--- config.mk ---
export PLATFORM = sky130hd
export DESIGN_NAME = bitwise_unit_arbiter
export DESIGN_NICKNAME = d
export VERILOG_FILES = /design/src/rtl/bitwise_unit_arbiter.sv
export SDC_FILE = /design/constraint.sdc
export NUM_CORES = 1
export LEC_CHECK = 0
export BUFFER_PORTS_ARGS = -buffer_cell sky130_fd_sc_hd__buf_2
export CAP_MARGIN = 20
export CELL_PAD_IN_SITES_DETAIL_PLACEMENT = 2
export CELL_PAD_IN_SITES_GLOBAL_PLACEMENT = 2
export CORE_MARGIN = 5
export CORE_UTILIZATION = 32
export CTS_BUF_LIST = sky130_fd_sc_hd__clkbuf_2 sky130_fd_sc_hd__clkbuf_4 sky130_fd_sc_hd__clkbuf_8
export DETAILED_ROUTE_END_ITERATION = 10
export MAX_ROUTING_LAYER = met4
export PLACE_DENSITY_LB_ADDON = 0.1
export SLEW_MARGIN = 20
export SYNTH_ARGS = -nofsm -noshare
export SYNTH_HDL_FRONTEND = slang
export SYNTH_SLANG_ARGS = --single-unit
export TNS_END_PERCENT = 1
--- constraint.sdc ---
create_clock -name clock -period 1.8 [get_ports clock]
set_input_delay 0.09 -clock clock [delete_from_list [all_inputs] [get_ports clock]]
set_output_delay 0.09 -clock clock [all_outputs]
set_load 0.005 [all_outputs]
--- src/rtl/bitwise_unit_arbiter.sv ---
// Round-robin arbiter sharing one bitwise logic unit between two requesters.
// Optional saturating grant counters are enabled with BITWISE_ARB_STATS_EN.
module bitwise_unit_arbiter #(
    parameter int unsigned WIDTH = 32,
    parameter int unsigned CNT_W = 16
) (
    input  logic             clock,
    input  logic             reset,
    input  logic             req0,
    input  logic [1:0]       op0,
    input  logic [WIDTH-1:0] a0,
    input  logic [WIDTH-1:0] b0,
    input  logic             req1,
    input  logic [1:0]       op1,
    input  logic [WIDTH-1:0] a1,
    input  logic [WIDTH-1:0] b1,
    output logic             done0,
    output logic             done1,
    output logic [WIDTH-1:0] result,
    output logic             busy,
    output logic             grant_id,
    output logic [CNT_W-1:0] cnt0,
    output logic [CNT_W-1:0] cnt1
);

    typedef enum logic [1:0] {
        StIdle = 2'b00,
        StExec = 2'b01,
        StDone = 2'b10
    } state_e;

    state_e           state_q;
    logic             last_q;
    logic [1:0]       op_q;
    logic [WIDTH-1:0] a_q;
    logic [WIDTH-1:0] b_q;
    logic [WIDTH-1:0] unit_out;
    logic             win_valid;
    logic             win_id;

    // On a tie the requester that did not win last time takes the unit.
    always_comb begin
        win_valid = req0 | req1;
        if (req0 && req1) begin
            win_id = ~last_q;
        end else begin
            win_id = req1;
        end
    end

    always_comb begin
        unit_out = '0;
        unique case (op_q)
            2'b00: unit_out = a_q & b_q;
            2'b01: unit_out = a_q | b_q;
            2'b10: unit_out = a_q ^ b_q;
            2'b11: unit_out = a_q & ~b_q;
            default: unit_out = '0;
        endcase
    end

    always_ff @(posedge clock or negedge reset) begin
        if (!reset) begin
            state_q  <= StIdle;
            last_q   <= 1'b1;
            op_q     <= 2'b00;
            a_q      <= '0;
            b_q      <= '0;
            result   <= '0;
            done0    <= 1'b0;
            done1    <= 1'b0;
            busy     <= 1'b0;
            grant_id <= 1'b0;
        end else begin
            case (state_q)
                StIdle: begin
                    done0 <= 1'b0;
                    done1 <= 1'b0;
                    if (win_valid) begin
                        grant_id <= win_id;
                        op_q     <= win_id ? op1 : op0;
                        a_q      <= win_id ? a1 : a0;
                        b_q      <= win_id ? b1 : b0;
                        busy     <= 1'b1;
                        state_q  <= StExec;
                    end
                end
                StExec: begin
                    result  <= unit_out;
                    last_q  <= grant_id;
                    done0   <= ~grant_id;
                    done1   <= grant_id;
                    state_q <= StDone;
                end
                StDone: begin
                    done0   <= 1'b0;
                    done1   <= 1'b0;
                    busy    <= 1'b0;
                    state_q <= StIdle;
                end
                default: begin
                    done0   <= 1'b0;
                    done1   <= 1'b0;
                    busy    <= 1'b0;
                    state_q <= StIdle;
                end
            endcase
        end
    end

`ifdef BITWISE_ARB_STATS_EN
    logic [CNT_W-1:0] cnt0_q;
    logic [CNT_W-1:0] cnt1_q;

    // Counters saturate rather than wrap.
    always_ff @(posedge clock or negedge reset) begin
        if (!reset) begin
            cnt0_q <= '0;
            cnt1_q <= '0;
        end else if (state_q == StDone) begin
            if (!grant_id && (cnt0_q != '1)) begin
                cnt0_q <= cnt0_q + CNT_W'(1);
            end
            if (grant_id && (cnt1_q != '1)) begin
                cnt1_q <= cnt1_q + CNT_W'(1);
            end
        end
    end

    assign cnt0 = cnt0_q;
    assign cnt1 = cnt1_q;
`else
    assign cnt0 = '0;
    assign cnt1 = '0;
`endif

endmodule

==> metrics list <==
- The flow ran to the end, and the final reports show no timing, DRC or antenna violations.
* Slew HR: 0.608
* Wire length of the first global-routing pass: 32600 um
- Setup TNS: 0 ns
* CTS tree: done
- Initial detailed-routing violation count: 126
* Wirelength per Cell: 19.1 um
- At the pin with the least slew margin, the transition time is 0.588 ns.
- After layout, the worst setup slack is 0.200 ns.
- Dividing the synthesized area by the synthesized cell count gives 10.4 um^2.
* Register area share after synthesis: 0.411
- The critical path is of the reg2reg type.
- 204 I/O pins were placed.
- In this run the static leakage power is 4.33 nW.
* Worst Path Max Fanout: 21
* Share of the clock period used by the worst path after layout: 0.889
* Worst setup slack before clock tree synthesis: 0.0148 ns
- Compared with the post-synthesis result, the final layout area differs by 26.6%.
* Number of distinct library cells after synthesis: 24
* Register cell area after layout: 2630 um^2
* Final count of hold timing violations: 0
- After floorplanning, the core was divided into 51 placement rows.
- Minimum setup slack among reg-to-reg paths: 0.20 ns
* Max-Cap Viols: 0
- In this run the power density over the cells is 1590 nW/um^2.
- Post-CTS setup repair buffer count: 0
- Area taken by multi-input logic gates: 3060 um^2
- Remaining antenna violation count after routing: 0
- The tree built by TritonCTS fans out to 105 sinks.
* Grt met1 use: 0.209
* Pin count of the biggest net entering global routing: 98
* Startpoint class of the critical path: flop
- Remaining Overflow, GRT: 0
- Required time reported for the critical path endpoint: 2.10 ns
* Total power: 12.8 mW
* Post-synthesis cell count: 616
* Average via count per standard cell: 4.78
- Across the VDD grid, the largest voltage drop is 0.607 mV.
* Clock transition at the registers of the reported paths: 0.10 ns
- Horiz. Die Dim: 151 um
* Setup repair after global routing missed its margin: no
- Fin nets: 988
* Number of buffers inserted during clock tree synthesis: 9
* GRT met2 Usage: 0.353
- The number of antenna violations at the first check in global routing was 0.
- At the worst endpoint, the arrival time is 1.90 ns.
- Before antenna repair, the detailed router went through 4 iterations.
- Die height: 151 um
* Global router's overall resource usage: 0.189
- Share of synthesized registers carrying an async set or reset: 1.00
- For this run, the top clock speed supported by timing is 0.625 GHz.
* Number of flops mapped to enable cells by yosys: 0
* Number of warnings issued by yosys: 0
* Period minus WS final: 1.60 ns
* Fraction of final layout cells with drive strength greater than 1: 0.259
- The clock passes through at most 2 buffers.
- At the end of routability-driven placement, the weighted congestion stood at 0.720.
- Via count of the first global-routing pass: 6269
- Worst reg2reg path startpoint: op_q[0]
- Number of cell instances on the worst register-to-register path: 5
- After detailed routing, the number of remaining DRC violations is 0.
- At the later pin of the worst-skew pair, clock insertion delay measures 0.39 ns.
* RR Endpoint: result[16]
- The core region is 19600 um^2.
* Cell Area, Synth: 6400 um^2
- Critical Path Sink: result[16]
* Total vias in the final route: 5196
- Detailed placement ended at an HPWL of 14600 um.
* Setup crit end kind: flop
* Total of buffers placed on input and output ports: 171
- Global Route met3 Usage: 0.0350
- Count of fill cells added during filler insertion: 2173
* Class of the worst hold path: in2reg
* Final Skew: 0.00544 ns
- Primary flip-flop cell chosen by synthesis mapping: dfrtp_1
- Layer with the highest usage: met2
- H-Tree Level Count: 3
* Timing startpoint of the critical path: op_q[0]
* Ant. Diodes: 0
- The number of max-slew violations in the final report was 0.
- Master cell of the clock root buffer: clkbuf_8
- Highest-count cells in the layout ignoring fill and taps: 170 x buf_2, 133 x mux2i_1, 104 x dfrtp_1, 100 x inv_1, 43 x dlygate4sd3_1
- For this block, the routed nets add up to 20700 um of wire.
- Die Area: 22900 um^2
* Count of endpoints failing setup in the final report: 0
- Most common cell after layout, fill and taps aside: buf_2
* Initial core utilization: 0.326
* Synth Register Bits: 105
-- final cells by class --
| type | instances | share of cell area |
|---|---|---|
| multi-input combinational | 369 | 0.378 |
| sequential | 105 | 0.325 |
| timing repair buffer | 231 | 0.187 |
| inverter | 101 | 0.0468 |
| tap | 265 | 0.0410 |
| clock buffer | 13 | 0.0206 |
| clock inverter | 3 | 0.00185 |
-- metal layers --
| metal | vias up | wire length, um |
|---|---|---|
| met1 | 2642 | 8430 |
| met4 | 0 | 193 |
| met5 | - | 0 |
| met3 | 12 | 847 |
| li1 | 2422 | - |
| met2 | 120 | 11200 |
-- stage by stage --
step           instance area [um^2]  hold WS [ns]  instances  utilization
3_5_place_dp                   7470       -0.0668       1028        0.381
4_1_cts                        8060      0.000274       1084        0.411
2_1_floorplan                  6510        -0.206        647            -
6_report                       8100        0.0128       1087        0.413
5_1_grt                        8100        0.0120       1087        0.413
3_3_place_gp                   7470       -0.0718       1028        0.381
-- registers in the layout (all words and copies together), names as in the netlist --
register  count
a_q          32
grant_id      1
b_q          32
busy          1
last_q        1
state_q       2
done0         1
done1         1
op_q          2
result       32
-- Yosys cell counts, types with 2 or more instances --
library cell,number,area [um^2]
a21o_1,2,15.0
a22oi_1,32,240
buf_1,2,7.51
buf_2,16,80.1
buf_4,37,278
buf_6,5,56.3
clkbuf_1,11,41.3
dfrtp_1,104,2600
ha_1,35,438
inv_1,100,375
mux2i_1,133,1330
nand2_1,32,120
nand4_1,32,200
nor2_1,3,11.3
o211ai_1,32,240
xor2_1,32,280
-- kinds of logic (layout without fill, tap and decap cells) --
kind of cell | after synthesis | in the layout | synth area share
multiplexers | 133 | 133 | 0.208
adder cells (fa/ha/maj) | 35 | 35 | 0.0685
XOR/XNOR | 32 | 32 | 0.0438
other | 1 | 32 | 0.000586
AO/OA/AOI/OAI | 67 | 67 | 0.0790
AND/OR/NAND/NOR | 70 | 70 | 0.0550
buffers and inverters | 173 | 348 | 0.134
flip-flops | 105 | 105 | 0.411
-- worst min-delay path by stage --
stage,cells after the start,from,endpoint
after floorplan,0,reset,a_q[0]
after global placement,1,reset,b_q[27]
after detailed placement,1,reset,b_q[27]
after CTS,3,b1[23],b_q[23]
after global routing,3,a0[16],a_q[16]
final,3,a1[14],a_q[14]
-- where the power goes --
part / internal (mW) / switching, mW
registers: 3.50 / 0.734
logic: 3.01 / 4.14
clock network: 0.606 / 0.852
-- critical path: stages, from the launching register on --
cell,delay [ns]
dfrtp_1,0.44
inv_1,0.09
ha_2,0.35
buf_4,0.31
nand4_1,0.16
o211ai_1,0.15
-- repair_timing --
action / 4_1_cts / 5_1_grt
resized for setup: 0 / 1
hold buffers: 40 / 3
endpoints found under the hold margin: 125 / 2
setup endpoints to repair: 0 / 31
Power figures use the tool's default switching activity.
